$ cat src/rtl/pit_bus_master_if.sv
// Command/response handshake and 8253 bus pins of pit_bus_master.
// master = sequencer side, slave = host/bus-model side.
interface pit_bus_master_if;
    logic        cmd_valid;
    logic        cmd_ready;
    logic        cmd_op;
    logic [1:0]  cmd_chan;
    logic [1:0]  cmd_rw;
    logic [2:0]  cmd_mode;
    logic [15:0] cmd_count;
    logic        rsp_valid;
    logic        rsp_err;
    logic [15:0] rsp_data;
    logic        cs_n;
    logic        rd_n;
    logic        wr_n;
    logic        a1;
    logic        a0;
    logic [7:0]  d_out;
    logic        d_oe;
    logic [7:0]  d_in;

    modport master (
        input  cmd_valid, cmd_op, cmd_chan, cmd_rw, cmd_mode, cmd_count, d_in,
        output cmd_ready, rsp_valid, rsp_err, rsp_data,
        output cs_n, rd_n, wr_n, a1, a0, d_out, d_oe
    );

    modport slave (
        output cmd_valid, cmd_op, cmd_chan, cmd_rw, cmd_mode, cmd_count, d_in,
        input  cmd_ready, rsp_valid, rsp_err, rsp_data,
        input  cs_n, rd_n, wr_n, a1, a0, d_out, d_oe
    );
endinterface

$ cat src/rtl/pit_bus_master.sv
// Expands program / latch-and-read commands into timed 8253 bus cycles.
// Optional `PIT_CMD_QUEUE_EN adds a 2-entry command FIFO ahead of the sequencer.
module pit_bus_master #(
    parameter int unsigned SETUP_CYC  = 1,
    parameter int unsigned STROBE_CYC = 2,
    parameter int unsigned HOLD_CYC   = 1
) (
    input  logic             clk,
    input  logic             rst_n,
    pit_bus_master_if.master bus
);
    typedef enum logic [2:0] {
        S_IDLE, S_SETUP, S_STROBE, S_HOLD, S_GAP, S_RESP
    } state_e;

    typedef struct packed {
        logic        op;
        logic [1:0]  chan;
        logic [1:0]  rw;
        logic [2:0]  mode;
        logic [15:0] count;
    } cmd_t;

    state_e      state_q, state_d;
    cmd_t        cmd_q, cmd_d;
    logic [3:0]  cnt_q, cnt_d;
    logic [1:0]  idx_q, idx_d;
    logic        err_q, err_d;
    logic [15:0] rdat_q, rdat_d;
    logic [15:0] rsp_data_q, rsp_data_d;

    cmd_t in_cmd, head;
    logic head_vld, pop;

    assign in_cmd = {bus.cmd_op, bus.cmd_chan, bus.cmd_rw, bus.cmd_mode, bus.cmd_count};
    assign pop    = (state_q == S_IDLE) && head_vld;

`ifdef PIT_CMD_QUEUE_EN
    cmd_t       fifo_q [2];
    logic       wptr_q, rptr_q;
    logic [1:0] lvl_q;
    logic       push;

    assign bus.cmd_ready = (lvl_q != 2'd2);
    assign push          = bus.cmd_valid && bus.cmd_ready;
    assign head_vld      = (lvl_q != 2'd0);
    assign head          = fifo_q[rptr_q];

    always_ff @(posedge clk or negedge rst_n) begin
        if (!rst_n) begin
            fifo_q[0] <= '0;
            fifo_q[1] <= '0;
            wptr_q    <= 1'b0;
            rptr_q    <= 1'b0;
            lvl_q     <= 2'd0;
        end else begin
            if (push) begin
                fifo_q[wptr_q] <= in_cmd;
                wptr_q         <= ~wptr_q;
            end
            if (pop) rptr_q <= ~rptr_q;
            lvl_q <= lvl_q + {1'b0, push} - {1'b0, pop};
        end
    end
`else
    assign bus.cmd_ready = (state_q == S_IDLE);
    assign head_vld      = bus.cmd_valid;
    assign head          = in_cmd;
`endif

    // Cycle 0 is always the control/latch word write to a1a0=11; later cycles
    // touch the counter register, MSB second when both bytes are moved.
    logic       illegal, last_cyc, is_wr_cyc, hi_byte;
    logic [7:0] wr_byte;

    assign illegal   = (head.chan == 2'd3) || (head.rw == 2'b00);
    assign last_cyc  = (idx_q == ((cmd_q.rw == 2'b11) ? 2'd2 : 2'd1));
    assign is_wr_cyc = (idx_q == 2'd0) || !cmd_q.op;
    assign hi_byte   = (cmd_q.rw == 2'b10) || (idx_q == 2'd2);

    always_comb begin
        wr_byte = 8'h00;
        if (idx_q == 2'd0)
            wr_byte = cmd_q.op ? {cmd_q.chan, 6'b000000}
                               : {cmd_q.chan, cmd_q.rw, cmd_q.mode, 1'b0};
        else
            wr_byte = hi_byte ? cmd_q.count[15:8] : cmd_q.count[7:0];
    end

    always_ff @(posedge clk or negedge rst_n) begin
        if (!rst_n) begin
            state_q    <= S_IDLE;
            cmd_q      <= '0;
            cnt_q      <= 4'd0;
            idx_q      <= 2'd0;
            err_q      <= 1'b0;
            rdat_q     <= 16'h0000;
            rsp_data_q <= 16'h0000;
        end else begin
            state_q    <= state_d;
            cmd_q      <= cmd_d;
            cnt_q      <= cnt_d;
            idx_q      <= idx_d;
            err_q      <= err_d;
            rdat_q     <= rdat_d;
            rsp_data_q <= rsp_data_d;
        end
    end

    always_comb begin
        state_d    = state_q;
        cmd_d      = cmd_q;
        cnt_d      = cnt_q;
        idx_d      = idx_q;
        err_d      = err_q;
        rdat_d     = rdat_q;
        rsp_data_d = rsp_data_q;
        case (state_q)
            S_IDLE: begin
                if (head_vld) begin
                    cmd_d  = head;
                    cnt_d  = 4'd0;
                    idx_d  = 2'd0;
                    rdat_d = 16'h0000;
                    err_d  = illegal;
                    // Illegal commands idle the bus for one GAP clock, so the
                    // error strobe lands in the second clock after accept.
                    state_d = illegal ? S_GAP : S_SETUP;
                end
            end
            S_SETUP: begin
                if (cnt_q == 4'(SETUP_CYC - 1)) begin
                    cnt_d   = 4'd0;
                    state_d = S_STROBE;
                end else begin
                    cnt_d = cnt_q + 4'd1;
                end
            end
            S_STROBE: begin
                if (cnt_q == 4'(STROBE_CYC - 1)) begin
                    cnt_d   = 4'd0;
                    state_d = S_HOLD;
                    if (!is_wr_cyc) begin
                        if (hi_byte) rdat_d[15:8] = bus.d_in;
                        else         rdat_d[7:0]  = bus.d_in;
                    end
                end else begin
                    cnt_d = cnt_q + 4'd1;
                end
            end
            S_HOLD: begin
                if (cnt_q == 4'(HOLD_CYC - 1)) begin
                    cnt_d = 4'd0;
                    if (last_cyc) begin
                        state_d    = S_RESP;
                        rsp_data_d = rdat_q;
                    end else begin
                        state_d = S_GAP;
                        idx_d   = idx_q + 2'd1;
                    end
                end else begin
                    cnt_d = cnt_q + 4'd1;
                end
            end
            S_GAP: begin
                if (err_q) begin
                    state_d    = S_RESP;
                    rsp_data_d = 16'h0000;
                end else begin
                    state_d = S_SETUP;
                end
            end
            S_RESP:  state_d = S_IDLE;
            default: state_d = S_IDLE;
        endcase
    end

    // Bus pins decode straight from registered state so reset releases them at once.
    logic active;
    assign active         = (state_q == S_SETUP) || (state_q == S_STROBE) || (state_q == S_HOLD);
    assign bus.cs_n       = !active;
    assign bus.wr_n       = !((state_q == S_STROBE) && is_wr_cyc);
    assign bus.rd_n       = !((state_q == S_STROBE) && !is_wr_cyc);
    assign {bus.a1, bus.a0} = active ? ((idx_q == 2'd0) ? 2'b11 : cmd_q.chan) : 2'b00;
    assign bus.d_oe       = active && is_wr_cyc;
    assign bus.d_out      = bus.d_oe ? wr_byte : 8'h00;
    assign bus.rsp_valid  = (state_q == S_RESP);
    assign bus.rsp_err    = (state_q == S_RESP) && err_q;
    assign bus.rsp_data   = rsp_data_q;
endmodule

$ cat src/flat_wrapper.sv
// flat-port wrapper written by rule: the top's interface ports become plain ports
module pit_bus_master_flat 
#(
    parameter int unsigned SETUP_CYC  = 1,
    parameter int unsigned STROBE_CYC = 2,
    parameter int unsigned HOLD_CYC   = 1
)
  (clk, rst_n, bus_cmd_valid, bus_cmd_op, bus_cmd_chan, bus_cmd_rw, bus_cmd_mode, bus_cmd_count, bus_d_in, bus_cmd_ready, bus_rsp_valid, bus_rsp_err, bus_rsp_data, bus_cs_n, bus_rd_n, bus_wr_n, bus_a1, bus_a0, bus_d_out, bus_d_oe);
  pit_bus_master_if bus_i ();
  input  logic clk;
  input  logic rst_n;
  input wire logic [$bits(bus_i.cmd_valid)-1:0] bus_cmd_valid;
  input wire logic [$bits(bus_i.cmd_op)-1:0] bus_cmd_op;
  input wire logic [$bits(bus_i.cmd_chan)-1:0] bus_cmd_chan;
  input wire logic [$bits(bus_i.cmd_rw)-1:0] bus_cmd_rw;
  input wire logic [$bits(bus_i.cmd_mode)-1:0] bus_cmd_mode;
  input wire logic [$bits(bus_i.cmd_count)-1:0] bus_cmd_count;
  input wire logic [$bits(bus_i.d_in)-1:0] bus_d_in;
  output wire logic [$bits(bus_i.cmd_ready)-1:0] bus_cmd_ready;
  output wire logic [$bits(bus_i.rsp_valid)-1:0] bus_rsp_valid;
  output wire logic [$bits(bus_i.rsp_err)-1:0] bus_rsp_err;
  output wire logic [$bits(bus_i.rsp_data)-1:0] bus_rsp_data;
  output wire logic [$bits(bus_i.cs_n)-1:0] bus_cs_n;
  output wire logic [$bits(bus_i.rd_n)-1:0] bus_rd_n;
  output wire logic [$bits(bus_i.wr_n)-1:0] bus_wr_n;
  output wire logic [$bits(bus_i.a1)-1:0] bus_a1;
  output wire logic [$bits(bus_i.a0)-1:0] bus_a0;
  output wire logic [$bits(bus_i.d_out)-1:0] bus_d_out;
  output wire logic [$bits(bus_i.d_oe)-1:0] bus_d_oe;
  assign bus_i.cmd_valid = bus_cmd_valid;
  assign bus_i.cmd_op = bus_cmd_op;
  assign bus_i.cmd_chan = bus_cmd_chan;
  assign bus_i.cmd_rw = bus_cmd_rw;
  assign bus_i.cmd_mode = bus_cmd_mode;
  assign bus_i.cmd_count = bus_cmd_count;
  assign bus_i.d_in = bus_d_in;
  assign bus_cmd_ready = bus_i.cmd_ready;
  assign bus_rsp_valid = bus_i.rsp_valid;
  assign bus_rsp_err = bus_i.rsp_err;
  assign bus_rsp_data = bus_i.rsp_data;
  assign bus_cs_n = bus_i.cs_n;
  assign bus_rd_n = bus_i.rd_n;
  assign bus_wr_n = bus_i.wr_n;
  assign bus_a1 = bus_i.a1;
  assign bus_a0 = bus_i.a0;
  assign bus_d_out = bus_i.d_out;
  assign bus_d_oe = bus_i.d_oe;
  pit_bus_master #(.SETUP_CYC(SETUP_CYC), .STROBE_CYC(STROBE_CYC), .HOLD_CYC(HOLD_CYC)) u_core (.clk(clk), .rst_n(rst_n), .bus(bus_i));
endmodule
$ cat config.mk
export PLATFORM = sky130hd
export DESIGN_NAME = pit_bus_master_flat
export DESIGN_NICKNAME = d
export VERILOG_FILES = /design/src/rtl/pit_bus_master_if.sv /design/src/rtl/pit_bus_master.sv /design/src/flat_wrapper.sv
export SDC_FILE = /design/constraint.sdc
export NUM_CORES = 1
export LEC_CHECK = 0
export BUFFER_PORTS_ARGS = -buffer_cell sky130_fd_sc_hd__buf_2
export CORE_MARGIN = 2
export CORE_UTILIZATION = 55
export CTS_CLUSTER_SIZE = 40
export DETAILED_ROUTE_END_ITERATION = 10
export GPL_ROUTABILITY_DRIVEN = 0
export PLACE_DENSITY_LB_ADDON = 0.15
export SYNTH_ARGS = -nofsm -noshare
export SYNTH_HDL_FRONTEND = slang
export SYNTH_SLANG_ARGS = --single-unit
$ cat constraint.sdc
create_clock -name clk -period 4.59 [get_ports clk]
set_clock_uncertainty 0.05 [all_clocks]
set_input_delay 0.459 -clock clk [delete_from_list [all_inputs] [get_ports clk]]
set_output_delay 0.459 -clock clk [all_outputs]
set_load 0.02 [all_outputs]
== Word level (Yosys, flattened, before mapping) ==
Cells that the tools add are included.
Widths: inputs -> output; s select.

* Input bits: 35
* Logic and storage cells: 98
* Flip-flop bits (word level): 66

* Equality and inequality tests: 21
* Reductions and logical operators: 30
* $add $sub $neg: 2
* Muxes and demuxes: 33

{| class="wikitable"
|+ Operator list
! operator !! number
|-
| $mux 16 || 6
|-
| $pmux 16 s2 || 2
|-
| $mux 8 || 5
|-
| $mux 3 || 6
|-
| $pmux 3 s5 || 1
|-
| $mux 2 || 6
|-
| $mux 4 || 3
|-
| $ne 2x1->1 const B || 6
|-
| $pmux 4 s3 || 1
|-
| $reduce_and 4->1 || 3
|-
| $reduce_and 5->1 || 2
|-
| $eq 2x2->1 const B || 4
|-
| $ne 2x2->1 const B || 4
|-
| $eq 3x2->1 const B || 2
|-
| $eq 3x3->1 const B || 2
|-
| $mux 6 || 1
|-
| $reduce_bool 2->1 || 3
|-
| $logic_not 1->1 || 5
|-
| $logic_or 1x1->1 || 5
|-
| $add 4x1->4 const B || 1
|-
| $eq 4x1->1 const B || 1
|-
| $logic_and 1x1->1 || 4
|-
| $logic_not 2->1 || 2
|-
| $logic_not 4->1 || 1
|-
| 9 further kinds || 10
|}

== Depth between registers and ports, before layout ==
* Depth after elaboration: 6
* Gate-level depth with buffers: 8

== Worst setup path after synthesis ==
Ideal clock, no wire load.

* Kind: register -> output
* Start: reg u_core.idx_q[0]
* End: out bus_d_out[1]
* Stages on the path, launching flop included: 6
* Buffers on the path: 0
* Arrival time: 1.527 ns
* Path slack: 2.554 ns
* Path through: dfrtp_1 -> inv_1 -> ha_1 -> nor2_2 -> mux2i_1 -> o21ai_1

* Cells in the longest elaborated chain, start to end: 5
* Elaborated cells between the ends (all ways): 8
* Those cells by class: eq/ne (1); mux (3); reduce/logical (4)

{| class="wikitable"
|+ Ends and longest elaborated chain
! element !! line !! text
|-
| start, declared || pit_bus_master.sv:27 || <nowiki>logic [1:0] idx_q, idx_d;</nowiki>
|-
| start signal, assigned || pit_bus_master.sv:103 || <nowiki>idx_q <= idx_d;</nowiki>
|-
| $eq 2x2->1 || pit_bus_master.sv:79 || <nowiki>assign hi_byte = (cmd_q.rw == 2'b10) || (idx_q == 2'd2);</nowiki>
|-
| $logic_or 1x1->1 || pit_bus_master.sv:79 ||
|-
| $mux 8 || pit_bus_master.sv:87 || <nowiki>wr_byte = hi_byte ? cmd_q.count[15:8] : cmd_q.count[7:0];</nowiki>
|-
| $mux 8 || pit_bus_master.sv:83 || <nowiki>if (idx_q == 2'd0)</nowiki>
|-
| $mux 8 (*) || pit_bus_master.sv:186 || <nowiki>assign bus.d_out = bus.d_oe ? wr_byte : 8'h00;</nowiki>
|-
| end, declared || flat_wrapper.sv:28 || <nowiki>output wire logic [$bits(bus_i.d_out)-1:0] bus_d_out;</nowiki>
|}

Mark *: on every way between the ends. The rest lies on a longest branch, timed or not.

== Final worst setup path ==
* Start: reg u_core.idx_q[0]
* End: out bus_d_out[5]

Same word-level chain as after synthesis.

==> flow_metrics.py <==
metrics = {
    "setup_path": {
        "reg2regPathDepth": 4,
        "reg2reg_to": "u_core.rdat_q[6]$_DFFE_PN0P_",
        "start_kind": "register",
        "reg2reg_from": "u_core.state_q[2]$_DFFE_PN0P_",
        "critPathCaptureType": "output pin",
        "cpMaxStageDelayCell": "nor2_2",
        "critPathMaxFanout": 8,
        "crit_type": "register to output pin",
        "worstPathArrival_ns": 2.11,
        "max_stage_delay_ns": 0.50,
        "crit_required_ns": 4.08,
        "rrSetupSlack_ns": 2.22,
        "crit_chain": "inv_1 > ha_1 > nor2_2 > mux2i_1 > o21ai_1 > buf_2",
    },
    "placement": {
        "dpl.hpwl_mm": 4.58,
        "port_buffers": 67,
        "dp_slack_ns": 2.22,
    },
    "yosys": {
        "synth-async-reset-ratio": 1.00,
        "synthMuxAreaShare": 0.0612,
        "syn-num-nets": 350,
        "synth_top_area_frac": 0.525,
        "synth_top_area_cell": "dfrtp_1",
        "synthXorXnorAreaFrac": 0.00278,
        "synth_cell_types": 50,
        "synth_edf_count": 0,
        "syn_area_um2": 3150,
        "synth_top_family_by_area": "simple AND/OR/NAND/NOR gates",
        "yosys-top-cells-area": "dfrtp_1 52%, nand2_1 11%, a22o_1 7.0%",
        "synth_warnings": 0,
        "syn_avg_cell_area_um2": 10.2,
        "synth_compound_area_frac": 0.132,
        "synth_ff_type": "dfrtp_1",
        "synthAdderAreaFrac": 0.0199,
        "synth_seq_cells": 66,
        "synth-simple-area-share": 0.216,
        "synth_cells": 310,
        "ys_seq_area_frac": 0.525,
    },
    "grt": {
        "grt.busiest_layer": "met2",
        "grt_pass1_vias": 2403,
        "grt_max_degree": 67,
        "use_met1": 0.293,
        "antenna_found_initial": 0,
        "grtUsageMet3": 0.0486,
        "track_usage": 0.227,
        "grt_pass1_wl_mm": 11.0,
        "overflow": 0,
        "grt_use_met2": 0.366,
    },
    "detailed_routing": {
        "ant_nets": 0,
        "drtIter0Drc": 98,
        "routed_via_density": 5.34,
        "post_drt_wl_per_cell_um": 14.7,
        "via_count": 2421,
        "drt_wl_total_mm": 6.67,
        "drcViolationCount": 0,
        "drtPass1Iterations": 4,
    },
    "clock_tree": {
        "clock_sink_count": 66,
        "clkSlewWorstSetupHoldPaths_ns": 0.07,
        "cts_hold_buf": 0,
        "cts_htree_levels": 3,
        "clk_latency_ns": 0.34,
        "cts-root-buf": "clkbuf_8",
        "post_cts_buffers": 0,
        "postCtsResizedCells": 0,
        "numCtsBuffers": 9,
        "cts_buffer_depth": 2,
        "tritoncts": "yes",
    },
    "job": {
        "maxCapViolCount": 0,
    },
    "floorplanning": {
        "num_io_pins": 68,
        "start_util": 0.571,
        "fp.dieArea_um2": 6340,
        "die_h_um": 79.6,
        "die_w_um": 79.6,
        "row_count": 27,
        "core_area_um2": 5510,
    },
    "pwr": {
        "power.density_nw_per_um2": 694,
        "cellLeakagePower_uw": 0.00192,
        "ir_worst_vdd_mv": 0.318,
        "power_uw": 2540,
    },
    "sta": {
        "finalCritPeriodShare": 0.571,
        "setup_viol": 0,
        "tightestPinTransition_ns": 0.956,
        "hold_viol": 0,
        "holdWs_ns": 0.258,
        "min_period_ns": 2.62,
        "rsz0062_at_grt": "false",
        "slew_violations": 0,
        "final.setup.worst_slack_ns": 1.97,
        "max_freq_mhz": 382,
        "slew_headroom": 0.363,
        "tns_ns": 0,
    },
    "cells_and_area": {
        "drive_above_1_share": 0.260,
        "layout.nets": 416,
        "fin_util": 0.665,
        "num_antenna_cells": 0,
        "area_delta_synth_final_pct": 16.3,
    },
    "min_path": {
        "min_path_type": "input pin to asynchronous set/reset pin",
    },
    "outcome": {
        "outcome": "complete, no violations",
    },
}
power by group:
| part | switching, uW | internal, uW |
|---|---|---|
| clock network | 212 | 209 |
| logic | 705 | 448 |
| registers | 184 | 783 |
| total | 1100 | 1440 |
cell families (layout without fill, tap and decap cells):
family | count (synthesis) | count (layout)
flops | 66 | 66
compound gates | 51 | 51
xor+xnor | 1 | 1
simple gates | 141 | 141
buf+inv | 27 | 98
fa+ha+maj | 5 | 5
mux | 19 | 19
metal layers:
metal,wire length [um],vias up
met2,3110,79
met4,134,0
met5,0,-
met3,363,14
met1,3050,1148
li1,-,1180
worst max path at each step:
| stage | start | end |
|---|---|---|
| 2_1_floorplan | u_core.idx_q[0]$_DFFE_PN0P_ | bus_d_out[1] |
| 3_3_place_gp | u_core.state_q[2]$_DFFE_PN0P_ | u_core.rdat_q[7]$_DFFE_PN0P_ |
| 3_5_place_dp | u_core.state_q[2]$_DFFE_PN0P_ | u_core.rdat_q[6]$_DFFE_PN0P_ |
| 4_1_cts | u_core.idx_q[0]$_DFFE_PN0P_ | bus_d_out[7] |
| 5_1_grt | u_core.idx_q[0]$_DFFE_PN0P_ | bus_d_out[1] |
| 6_report | u_core.idx_q[0]$_DFFE_PN0P_ | bus_d_out[5] |
layout make-up:
| class | instances | area, um^2 |
|---|---|---|
| Tap cell | 72 | 90.1 |
| Timing Repair Buffer | 68 | 343 |
| Sequential cell | 66 | 1650 |
| Fill cell | 457 | 1850 |
| Clock buffer | 13 | 149 |
| Multi-Input combinational cell | 217 | 1360 |
| Clock inverter | 3 | 15.0 |
| Inverter | 14 | 52.6 |
registers in the layout, indices dropped and copies added (netlist names):
name / count
u_core.bus.rsp_data: 16
u_core.state_q: 3
u_core.rdat_q: 16
u_core.cmd_q: 24
u_core.cnt_q: 4
u_core.idx_q: 2
u_core.err_q: 1
synth_stat cells, drive strengths merged, types with 3 or more instances:
| master | count |
|---|---|
| ha | 5 |
| nor4b | 3 |
| a22o | 25 |
| clkbuf | 4 |
| dfrtp | 66 |
| mux2i | 17 |
| nand2b | 3 |
| inv | 14 |
| buf | 9 |
| o21ai | 11 |
| nand2 | 94 |
| and2 | 4 |
| nor3b | 3 |
| nor2 | 16 |
| nand3 | 3 |
| nor2b | 4 |
| a21oi | 5 |
worst max-delay path, delay by kind of cell, from the launching register on:
kind	cells	cell delay, ns
buf+inv	2	0.25
fa+ha+maj	1	0.27
compound gates	1	0.08
simple gates	1	0.50
flops	1	0.39
mux	1	0.28
cell usage in the layout, fill, tap and decap left out, types with 3 or more instances in the layout:
cell type  count
and2_1         3
inv_1         14
dfrtp_1       66
buf_2         67
clkbuf_8      10
mux2i_1       17
nor2b_1        3
nand3_1        3
ha_1           5
a21oi_1        3
clkinv_2       3
nand2b_1       3
clkbuf_1       3
nand2_1       93
nor2_1        14
a22o_1        25
o21ai_1       10
metrics by stage:
| step | cell area (um^2) | std cells |
|---|---|---|
| floorplan | 3150 | 310 |
| global placement | 3500 | 437 |
| detailed placement | 3500 | 437 |
| CTS | 3660 | 453 |
| global route | 3660 | 453 |
| finish | 3660 | 453 |
Power figures use the tool's default switching activity.
